--- src/rtl/instr_fetch_unit.sv ---
// instr_fetch_unit: one-line fetch buffer in front of instruction memory.
// Define IFU_PERF_CNT_EN to add saturating hit_count / miss_count outputs.
module instr_fetch_unit #(
  parameter int          LINE_WORDS = 4,
  parameter logic [31:0] NOP_INSTR  = 32'h0000_0013
) (
  input  logic        clk,
  input  logic        reset,
  input  logic [31:0] PC,
  output logic [31:0] Instruction,
  output logic        InstrValid,
  output logic        Stall,
  output logic        Misaligned,
  output logic        imem_req,
  output logic [31:0] imem_addr,
  input  logic        imem_ack,
  input  logic [31:0] imem_rdata
`ifdef IFU_PERF_CNT_EN
  ,
  output logic [31:0] hit_count,
  output logic [31:0] miss_count
`endif
);

  localparam int IW  = $clog2(LINE_WORDS);
  localparam int OFS = IW + 2;
  localparam int TW  = 32 - OFS;
  localparam logic [IW-1:0] LAST = IW'(LINE_WORDS - 1);

  typedef enum logic {
    IDLE,
    FILL
  } state_t;

  state_t state, state_nx;

  logic [31:0]   lbuf [LINE_WORDS];
  logic [TW-1:0] lbuf_tag;
  logic [TW-1:0] fill_tag;
  logic [TW-1:0] tag;
  logic          lbuf_valid;
  logic [IW-1:0] fill_cnt;
  logic [IW-1:0] idx;
  logic          hit;
  logic          start_fill;
  logic          take_ack;
  logic          last_ack;

  assign tag        = PC[31:OFS];
  assign idx        = PC[OFS-1:2];
  assign Misaligned = |PC[1:0];

  // A hit is only trusted while no fill is rewriting the line.
  assign hit = lbuf_valid && (lbuf_tag == tag)
            && !Misaligned && (state == IDLE);

  assign Instruction = hit ? lbuf[idx] : NOP_INSTR;
  assign InstrValid  = hit;
  assign Stall       = !hit && !Misaligned;

  // Next-state: start a fill on an aligned miss, finish on the last ack.
  always_comb begin
    state_nx   = state;
    start_fill = 1'b0;
    take_ack   = 1'b0;
    last_ack   = 1'b0;
    unique case (state)
      IDLE: begin
        if (!hit && !Misaligned) begin
          state_nx   = FILL;
          start_fill = 1'b1;
        end
      end
      FILL: begin
        if (imem_ack) begin
          take_ack = 1'b1;
          if (fill_cnt == LAST) begin
            last_ack = 1'b1;
            state_nx = IDLE;
          end
        end
      end
    endcase
  end

  // State, tags and the registered memory request.
  always_ff @(posedge clk or posedge reset) begin
    if (reset) begin
      state      <= IDLE;
      lbuf_valid <= 1'b0;
      lbuf_tag   <= '0;
      fill_tag   <= '0;
      fill_cnt   <= '0;
      imem_req   <= 1'b0;
      imem_addr  <= '0;
    end else begin
      state <= state_nx;
      if (start_fill) begin
        fill_tag   <= tag;
        fill_cnt   <= '0;
        lbuf_valid <= 1'b0;
        imem_req   <= 1'b1;
        imem_addr  <= {tag, {OFS{1'b0}}};
      end
      if (take_ack) begin
        fill_cnt  <= fill_cnt + 1'b1;
        imem_addr <= imem_addr + 32'd4;
      end
      if (last_ack) begin
        imem_req   <= 1'b0;
        lbuf_tag   <= fill_tag;
        lbuf_valid <= 1'b1;
      end
    end
  end

  // Line data needs no reset; lbuf_valid guards it.
  always_ff @(posedge clk) begin
    if (take_ack) begin
      lbuf[fill_cnt] <= imem_rdata;
    end
  end

`ifdef IFU_PERF_CNT_EN
  // Saturating hit and miss counters.
  always_ff @(posedge clk or posedge reset) begin
    if (reset) begin
      hit_count  <= '0;
      miss_count <= '0;
    end else begin
      if (InstrValid && hit_count != '1) begin
        hit_count <= hit_count + 32'd1;
      end
      if (start_fill && miss_count != '1) begin
        miss_count <= miss_count + 32'd1;
      end
    end
  end
`endif

endmodule
--- config.mk ---
export PLATFORM = sky130hd
export DESIGN_NAME = instr_fetch_unit
export DESIGN_NICKNAME = d
export VERILOG_FILES = /design/src/rtl/instr_fetch_unit.sv
export SDC_FILE = /design/constraint.sdc
export NUM_CORES = 1
export LEC_CHECK = 0
export ABC_AREA = 0
export CAP_MARGIN = 20
export CORE_AREA = 3 3 181 183
export DETAILED_ROUTE_END_ITERATION = 6
export DIE_AREA = 0 0 184 186
export GPL_ROUTABILITY_DRIVEN = 1
export PLACE_DENSITY = 0.54
export SYNTH_ARGS = -nofsm -noshare
export SYNTH_HDL_FRONTEND = slang
export SYNTH_SLANG_ARGS = --single-unit
--- constraint.sdc ---
create_clock -name clk -period 6.2 [get_ports clk]
set_clock_uncertainty 0.1 [all_clocks]
set_input_delay 1.24 -clock clk [delete_from_list [all_inputs] [get_ports clk]]
set_output_delay 1.24 -clock clk [all_outputs]
set_load 0.005 [all_outputs]
==> reports/results.ini, run 1 <==
[yosys]
synth_sequential_area_ratio_pct = 67.5
ys_async_sr_fraction_pct = 41.6
synth_edf_count = 128
synth_compound_area_share_pct = 3.92
synth-seq-cells = 219
largest_family_of_logic_cells_by_synthesized_area = simple AND/OR/NAND/NOR gates
synthDistinctLibCells = 49
post_synth_inst_count = 617
synthesis.area_um2 = 9060
post_synth_xor_area_fraction_pct = 2.80
yosys.area_share.adder_pct = 0.690
synthMuxAreaShare_pct = 10.8
synthesis.area_per_instance_um2 = 14.7
synth_warnings = 0
synth-main-ff-cell = sky130_fd_sc_hd__edfxtp_1
simple_gate_area_share_of_the_yosys_netlist_pct = 12.0

[clock_network]
ctsLongestPathBuffers = 3
quantity_of_gates_resized_following_cts = 0
worst_setup_hold_path_clk_slew_ns = 0.05
cts_num_sinks = 219
cts_hold_buf = 0
worst_skew_pair.late_latency_ns = 0.52
h_tree_depth_reported_by_cts = 1
cts_inserted_buffers = 25
postCtsSetupBuffers = 0
cts_tree = yes
cts-root-buf = sky130_fd_sc_hd__clkbuf_16

[worst_setup_path]
r2r-start = lbuf_tag[17]
crit_path_end_kind = output pin
worst-endpoint-arrival_ns = 3.81
worstReg2RegEnd = imem_addr[5]
regToRegSetupSlack_ns = 3.35
start_kind = input pin
worstPathRequired_ns = 4.86
rr_worst_depth = 8
path_max_fanout = 33
criticalPathCategory = in2out

[routing]
drt_first_pass_iters = 4
routed_wirelength_mm = 21.4
detail-route-antenna-nets = 0
wl_met1_mm = 9.84
detail_route.iter0.violations = 273
drt-vias-per-instance = 4.64
drcViolationCount = 0
dr_wl_met2_mm = 9.85
wire_per_inst_um = 18.1
met3RoutedLength_mm = 1.38
top_layer_in_use = met4
count_of_vias_placed_by_the_detailed_router = 5493

[sta]
grt_setup_unrepaired = no
timing.final.ws_setup_ns = 1.05
fin_crit_ns = 5.15
worstMarginPinSlew_ns = 0.872
timing.final.max_slew_violations = 0
period_share_pct = 83.1
max_slew_margin_pct = 41.9
peak_freq_ghz = 0.194
finalSetupTns_ns = 0
timing.final.hold_violations = 0
finalSetupViolCount = 0

[place]
detailed_place_hpwl_mm = 14.5
dpl_cell_area_um2 = 10900
dpl_worst_slack_ns = 1.02
place_congestion = 0.736
portBuffers = 132
place.detailed.instances = 1139

[finish]
layout.cells.most_common = sky130_fd_sc_hd__clkdlybuf4s50_1
final_nets = 837
diodes = 0
finalNonFillerCells = 1185
mostFrequentLayoutCells = sky130_fd_sc_hd__clkdlybuf4s50_1, sky130_fd_sc_hd__edfxtp_1, sky130_fd_sc_hd__nand2_1
stdcell_area_um2 = 11700
multi_input_area_um2 = 2750
fraction_of_layout_instances_using_a_drive_strength_above_1_pct = 15.6
seqCellArea_um2 = 6120
areaGrowthSynthToFinish_pct = 29.2
final.fill_count = 3015

[global_routing]
first_global_vias = 5582
grt_max_degree = 53
grt_first_pass_wirelength_mm = 33.4
grt_use_total_pct = 12.5
initial_antenna_violation_count = 0
grt_remaining_overflow = 0

[run]
timing.max_cap.violations = 0

[floorplanning]
die_h_um = 186
die_width_um = 184
start_util_pct = 28.9
num_io_pins = 135
design.die.area_um2 = 34200
core_area_um2 = 31400
std_cell_rows = 65

[power_and_ir_drop]
total_leakage_power_uw = 0.00436
pwr-share-comb_pct = 20.8
p_clk_share_pct = 31.2
share_seq_of_total_power_pct = 48.0
finalPower_uw = 4720
intPower_uw = 3420
power_density_nw_per_um2 = 403
total_switching_power_uw = 1300
max-vdd-ir-drop_mv = 0.188
fraction_of_power_spent_switching_nets_pct = 27.5

[min_path]
hold_path_startpoint = fill_tag[3]
hold_end = fill_tag[3]
worstHoldPathType = reg2reg
whs_path_depth = 2

[run_status]
run_status = completed

==> Yosys cell counts, types with 2 or more instances <==
cell type | n | area (um2)
sky130_fd_sc_hd__buf_2 | 8 | 40.0
sky130_fd_sc_hd__o211ai_1 | 23 | 173
sky130_fd_sc_hd__nand3_1 | 39 | 195
sky130_fd_sc_hd__clkbuf_2 | 2 | 10.0
sky130_fd_sc_hd__dfrtp_1 | 91 | 2280
sky130_fd_sc_hd__nor3_1 | 2 | 10.0
sky130_fd_sc_hd__buf_6 | 3 | 33.8
sky130_fd_sc_hd__or3_1 | 3 | 18.8
sky130_fd_sc_hd__ha_1 | 5 | 62.6
sky130_fd_sc_hd__and3_1 | 7 | 43.8
sky130_fd_sc_hd__nor2_1 | 6 | 22.5
sky130_fd_sc_hd__mux2_2 | 23 | 259
sky130_fd_sc_hd__buf_4 | 4 | 30.0
sky130_fd_sc_hd__nand4_1 | 13 | 81.3
sky130_fd_sc_hd__and2b_1 | 10 | 75.1
sky130_fd_sc_hd__o21ai_1 | 3 | 15.0
sky130_fd_sc_hd__o21a_1 | 2 | 15.0
sky130_fd_sc_hd__a31oi_1 | 2 | 12.5
sky130_fd_sc_hd__mux4_2 | 32 | 721
sky130_fd_sc_hd__xnor2_1 | 28 | 245
sky130_fd_sc_hd__or2_2 | 3 | 18.8
sky130_fd_sc_hd__inv_1 | 13 | 48.8
sky130_fd_sc_hd__nor2b_1 | 19 | 119
sky130_fd_sc_hd__or2_1 | 3 | 18.8
sky130_fd_sc_hd__and4_1 | 3 | 26.3
sky130_fd_sc_hd__buf_1 | 3 | 11.3
sky130_fd_sc_hd__o311ai_0 | 2 | 17.5
sky130_fd_sc_hd__edfxtp_1 | 128 | 3840
sky130_fd_sc_hd__o21ai_0 | 13 | 65.1
sky130_fd_sc_hd__clkbuf_1 | 7 | 26.3
sky130_fd_sc_hd__nand2_1 | 99 | 372
==> registers in the layout (all words and copies together) (netlist names) <==
register and flops:
imem_addr 30, state 1, imem_req 1, lbuf 128, lbuf_valid 1, lbuf_tag 28, fill_tag 28, fill_cnt 2
==> per-layer routing <==
layer | global-route usage, % | vias to the layer above
met5 | 0 | -
met4 | 2.63 | 0
met3 | 2.97 | 35
met2 | 20.0 | 163
met1 | 17.6 | 2716
li1 | - | 2579
==> worst max-delay path, stage by stage <==
cell and delay, ns:
sky130_fd_sc_hd__clkdlybuf4s50_1 0.48, sky130_fd_sc_hd__xnor2_1 0.25, sky130_fd_sc_hd__nand4_1 0.12, sky130_fd_sc_hd__nor4_1 0.40, sky130_fd_sc_hd__buf_4 0.22, sky130_fd_sc_hd__nand3_1 0.09, sky130_fd_sc_hd__buf_4 0.27, sky130_fd_sc_hd__and2b_1 0.23
sky130_fd_sc_hd__clkdlybuf4s50_1 0.49
==> metrics by stage <==
step / util [%] / hold slack [ns]
detailed placement: 34.6 / 0.357
finish: 37.3 / 0.367
floorplan: - / 0.333
global placement: 34.6 / 0.350
global route: 37.3 / 0.384
CTS: 37.2 / 0.372
==> kinds of logic after synthesis <==
group	count (synthesis)
DFF	219
buffers and inverters	41
AOI/OAI and AO/OA	51
muxes	55
and+or+nand+nor	216
xor gates and xnor gates	29
other	1
adders and majority gates	5
==> how the worst max path moves through the flow <==
stage	startpoint	end	slack [ns]	depth (start not counted)
2_1_floorplan	PC[6]	Instruction[0]	2.19	6
3_3_place_gp	PC[21]	Instruction[5]	1.00	9
3_5_place_dp	PC[21]	Instruction[6]	1.02	9
4_1_cts	PC[21]	Instruction[6]	1.01	9
5_1_grt	PC[4]	Instruction[5]	0.86	9
6_report	PC[4]	Instruction[6]	1.05	9
==> power groups by stage <==
stage | Combinational (uW) | Sequential, uW | Clock [uW]
finish | 983 | 2260 | 1470
global route | 1100 | 2310 | 1590
CTS | 1010 | 2260 | 1530
detailed placement | 1010 | 2280 | 0
global placement | 998 | 2280 | 0
floorplan | 577 | 2220 | 0
==> final cells by class <==
cell class	count	area share, %
clock buffers	31	5.79
multi-input cells	358	23.5
well taps	402	4.29
repair buffers	147	12.4
inverters	14	0.459
flip-flops and latches	219	52.2
clock inverters	14	1.35
Note: power is estimated with default switching activity, not from simulation.
==> run 2: changes to the inputs <==
- clock period: 6.2 -> 5.4 ns (I/O delays scaled with it)
==> run 2 against run 1 <==
Register-to-register slack worse by 0.62 ns; non-clock buffer count down 1; cell count is essentially flat; total power grew 19%; die area did not move; utilization is 0.36 points higher; critical path type unchanged; setup slack worse by 0.41 ns; via count about the same; final area increased by 0.97%; largest cell class unchanged; global-route usage about the same.
==> reports/results.ini, run 2 (same netlist as run 1, synthesis figures left out) <==
[routing]
count_of_vias_placed_by_the_detailed_router = 5497
routed_wirelength_mm = 21.4
detail_route.iter0.violations = 298
drcViolationCount = 0
drt-vias-per-instance = 4.63
detail-route-antenna-nets = 0
drt_first_pass_iters = 4
wire_per_inst_um = 18.1

[clock_network]
cts-root-buf = sky130_fd_sc_hd__clkbuf_16
ctsLongestPathBuffers = 3
cts_hold_buf = 0
postCtsSetupBuffers = 0
h_tree_depth_reported_by_cts = 1
quantity_of_gates_resized_following_cts = 0
worst_setup_hold_path_clk_slew_ns = 0.06
cts_num_sinks = 219
cts_inserted_buffers = 25
worst_skew_pair.late_latency_ns = 0.53
cts_tree = yes

[floorplanning]
die_width_um = 184
num_io_pins = 135
core_area_um2 = 31400
start_util_pct = 28.9
die_h_um = 186
design.die.area_um2 = 34200
std_cell_rows = 65

[global_routing]
grt_remaining_overflow = 0
grt_max_degree = 44
first_global_vias = 5800
initial_antenna_violation_count = 2
grt_use_total_pct = 12.6
grt_first_pass_wirelength_mm = 33.6

[worst_setup_path]
worst-endpoint-arrival_ns = 3.58
worstPathRequired_ns = 4.22
worstReg2RegEnd = imem_addr[21]
start_kind = input pin
criticalPathCategory = in2out
regToRegSetupSlack_ns = 2.73
crit_path_end_kind = output pin
rr_worst_depth = 6
r2r-start = state
path_max_fanout = 33

[min_path]
hold_path_startpoint = fill_tag[6]
worstHoldPathType = reg2reg
whs_path_depth = 2
hold_end = fill_tag[6]

[finish]
final.fill_count = 2991
top_regs = lbuf: 128 flops, imem_addr: 30 flops
mostFrequentLayoutCells = sky130_fd_sc_hd__clkdlybuf4s50_1, sky130_fd_sc_hd__edfxtp_1, sky130_fd_sc_hd__nand2_1
final_core_utilization_pct = 37.7
fraction_of_layout_instances_using_a_drive_strength_above_1_pct = 16.0
layout.cells.most_common = sky130_fd_sc_hd__clkdlybuf4s50_1
largest_reg_flops = 128
areaGrowthSynthToFinish_pct = 30.5
final_nets = 836
registers.top_by_ff_count = lbuf
finalNonFillerCells = 1186

[power_and_ir_drop]
power_density_nw_per_um2 = 477
total_leakage_power_uw = 0.00441
max-vdd-ir-drop_mv = 0.261

[run]
timing.max_cap.violations = 0

[sta]
peak_freq_ghz = 0.210
timing.final.max_slew_violations = 0
grt_setup_unrepaired = no
worstMarginPinSlew_ns = 0.671
fin_crit_ns = 4.76
period_share_pct = 88.1
finalSetupViolCount = 0
finalSetupTns_ns = 0
max_slew_margin_pct = 55.0
timing.final.hold_violations = 0

[run_status]
run_status = completed

[place]
detailed_place_hpwl_mm = 14.5
place.detailed.instances = 1139
portBuffers = 132
place_congestion = 0.758

==> run 2: worst max-delay path by stage <==
stage | from | to | slack [ns] | depth (start not counted)
3_5_place_dp | PC[21] | Instruction[6] | 0.63 | 9
4_1_cts | PC[21] | Instruction[5] | 0.61 | 9
3_3_place_gp | PC[21] | Instruction[18] | 0.54 | 9
5_1_grt | PC[21] | Instruction[6] | 0.51 | 9
2_1_floorplan | PC[6] | Instruction[0] | 1.71 | 6
6_report | PC[21] | Instruction[6] | 0.64 | 9
==> run 2: final cells by class <==
| cell class | count | area, um2 | share of cell area (%) |
|---|---|---|---|
| Sequential cell | 219 | 6120 | 51.7 |
| Multi-Input combinational cell | 358 | 2750 | 23.3 |
| Timing Repair Buffer | 146 | 1450 | 12.2 |
| Clock buffer | 28 | 667 | 5.64 |
| Tap cell | 402 | 503 | 4.25 |
| Clock inverter | 18 | 283 | 2.39 |
| Inverter | 14 | 53.8 | 0.455 |
| Antenna cell | 1 | 2.50 | 0.0212 |
==> run 2: power breakdown <==
part,leakage [uW],switching (uW),internal [uW],total (uW)
clock network,0.000469,686,1230,1910
registers,0.00230,311,2290,2600
logic,0.00164,520,608,1130
==> run 2: worst max-delay path, stage by stage <==
cell,delay (ns)
sky130_fd_sc_hd__clkdlybuf4s50_1,0.44
sky130_fd_sc_hd__xnor2_1,0.28
sky130_fd_sc_hd__nand4_1,0.17
sky130_fd_sc_hd__nor4_1,0.31
sky130_fd_sc_hd__buf_4,0.20
sky130_fd_sc_hd__nand3_1,0.08
sky130_fd_sc_hd__buf_4,0.27
sky130_fd_sc_hd__and2b_1,0.23
sky130_fd_sc_hd__clkdlybuf4s50_1,0.50
==> run 2: through the flow <==
step                      hold WS [ns]  cell area, um2  setup slack, ns  total power [uW]
final                            0.372           11800            0.643              5640
after global routing             0.400           11800            0.509              5970
after CTS                        0.374           11800            0.614              5730
after detailed placement         0.359           10900            0.631              3780
after global placement           0.356           10900            0.544              3760
after floorplan                  0.333            9070             1.71              3210
==> run 2: routing by layer <==
layer | up-vias | global-route usage [%] | share of wire (%)
met1 | 2723 | 16.9 | 45
met2 | 153 | 20.7 | 47
met5 | - | 0 | 0.13
met3 | 38 | 3.21 | 6.6
li1 | 2579 | - | -
met4 | 4 | 2.81 | 1.9
==> run 3: changes to the inputs <==
- GPL_TIMING_DRIVEN: default -> 0
- clock period: 5.4 -> 5.7 ns (I/O delays scaled with it)
==> run 3 against run 2 <==
Hold slack worse by 0.0050 ns; die area unchanged; first-iteration DRC count down 10%; setup slack worse by 0.36 ns.
==> reports/results.ini, run 3 (same netlist as run 1, synthesis figures left out) <==
[global_routing]
initial_antenna_violation_count = 0
grt_use_total_pct = 13.1
grt_remaining_overflow = 0
grt_first_pass_wirelength_mm = 34.6
grt_max_degree = 69
first_global_vias = 5730

[worst_setup_path]
start_kind = input pin
timing.critical_path.buf_inv = 3
rr_worst_depth = 7
critical_path.slowest_cell = sky130_fd_sc_hd__clkdlybuf4s50_1
worstPathRequired_ns = 4.46
cp_common_cell = sky130_fd_sc_hd__clkdlybuf4s50_1
slowest_delay_ns = 0.54
timing.critical_path.cells = clkdlybuf4s50_1, xnor2_1, nand4_1, nor4_2, nand3_1, clkbuf_1, nor2b_1, clkdlybuf4s50_1
worst-endpoint-arrival_ns = 4.18
crit_path_end_kind = output pin
criticalPathCategory = in2out
path_max_fanout = 10
crit_family = simple AND/OR/NAND/NOR gates
crit_cells = 8

[clock_network]
worst_setup_hold_path_clk_slew_ns = 0.06
cts_tree = yes
worst_skew_pair.late_latency_ns = 0.51
cts_inserted_buffers = 24
cts-root-buf = sky130_fd_sc_hd__clkbuf_16
h_tree_depth_reported_by_cts = 1
ctsLongestPathBuffers = 3
cts_num_sinks = 219

[sta]
peak_freq_ghz = 0.185
finalSetupTns_ns = 0
timing.final.hold_violations = 0
fin_crit_ns = 5.42
grt_setup_unrepaired = no
timing.final.max_slew_violations = 0
max_slew_margin_pct = 36.3
worstMarginPinSlew_ns = 0.955
finalSetupViolCount = 0
period_share_pct = 95.0

[routing]
detail-route-antenna-nets = 0
detail_route.iter0.violations = 268
drt_first_pass_iters = 4
wire_per_inst_um = 18.9
drt-vias-per-instance = 4.66
routed_wirelength_mm = 22.6
drcViolationCount = 0
count_of_vias_placed_by_the_detailed_router = 5588

[finish]
registers.top_by_ff_count = lbuf
final_nets = 852
mostFrequentLayoutCells = sky130_fd_sc_hd__clkdlybuf4s50_1, sky130_fd_sc_hd__edfxtp_1, sky130_fd_sc_hd__nand2_1
diodes = 0
fraction_of_layout_instances_using_a_drive_strength_above_1_pct = 16.5
largest_reg_flops = 128
areaGrowthSynthToFinish_pct = 30.3
final_core_utilization_pct = 37.6
top_regs = lbuf: 128 flops, imem_addr: 30 flops
layout.cells.most_common = sky130_fd_sc_hd__clkdlybuf4s50_1
stdcell_area_um2 = 11800

[power_and_ir_drop]
total_switching_power_uw = 1410
max-vdd-ir-drop_mv = 0.214
intPower_uw = 3720
fraction_of_power_spent_switching_nets_pct = 27.5
pwr-share-comb_pct = 21.7
total_leakage_power_uw = 0.00440
share_seq_of_total_power_pct = 47.8
power_density_nw_per_um2 = 435
p_clk_share_pct = 30.5

[floorplanning]
design.die.area_um2 = 34200
die_h_um = 186
std_cell_rows = 65
core_area_um2 = 31400
num_io_pins = 135
die_width_um = 184
start_util_pct = 28.9

[place]
place_congestion = 0.765
portBuffers = 131
detailed_place_hpwl_mm = 15.9
dpl_cell_area_um2 = 11000

[min_path]
whs_path_depth = 2
worstHoldPathType = reg2reg

[run_status]
run_status = completed

[run]
timing.max_cap.violations = 0

==> run 3: power groups by stage <==
stage	sequential, uW	clock (uW)	combinational [uW]
2_1_floorplan	2410	0	628
6_report	2460	1560	1120
3_5_place_dp	2480	0	1140
5_1_grt	2510	1670	1250
4_1_cts	2460	1610	1150
3_3_place_gp	2480	0	1090
==> run 3: path summary, 6_finish.rpt <==
check                             start               to  slack (ns)
max                              PC[13]  Instruction[13]        0.28
min                        fill_tag[21]     fill_tag[21]        0.37
max reg2reg                 lbuf_tag[9]    imem_addr[11]        3.16
min reg2reg                fill_tag[21]     fill_tag[21]        0.37
max in group asynchronous         reset     imem_addr[4]        3.97
min in group asynchronous         reset     fill_tag[18]        0.88
==> run 3: cell type report <==
cell class,instances,area (um2)
tap,402,503
inverter,14,55.1
clock buffer,30,664
buffer,27,151
multi-input combinational,358,2750
sequential,219,6120
timing repair buffer,136,1430
fill,2989,19600
clock inverter,12,134
==> run 3: timing repair <==
| action | in CTS | in global routing |
|---|---|---|
| hold buffers | 0 | 0 |
| setup buffers | 0 | 0 |
| setup endpoints to repair | 20 | 0 |
| gates resized for setup | 1 | 0 |
==> run 3: metal layers <==
layer,GRT usage (%),vias up,wire length (um)
li1,-,2605,-
met3,2.36,28,1170
met5,0,-,0
met4,2.54,0,384
met2,21.6,162,10600
met1,18.4,2793,10500
==> run 3: metrics by stage <==
stage / hold WS [ns] / setup slack [ns] / cells / total power, uW
finish: 0.367 / 0.284 / 1198 / 5140
global route: 0.394 / 0.0194 / 1198 / 5430
CTS: 0.371 / 0.131 / 1198 / 5210
detailed placement: 0.357 / -0.146 / 1156 / 3620
global placement: 0.353 / -0.197 / 1151 / 3570
floorplan: 0.333 / 1.89 / 618 / 3040
==> run 3: worst reg2reg max path: stages (launching register included) <==
cell                       delay [ns]
sky130_fd_sc_hd__dfrtp_1         0.40
sky130_fd_sc_hd__xnor2_1         0.24
sky130_fd_sc_hd__nand4_1         0.20
sky130_fd_sc_hd__nor4_2          0.50
sky130_fd_sc_hd__a31oi_2         0.38
sky130_fd_sc_hd__buf_2           0.34
sky130_fd_sc_hd__nand2_1         0.16
sky130_fd_sc_hd__o211ai_1        0.09
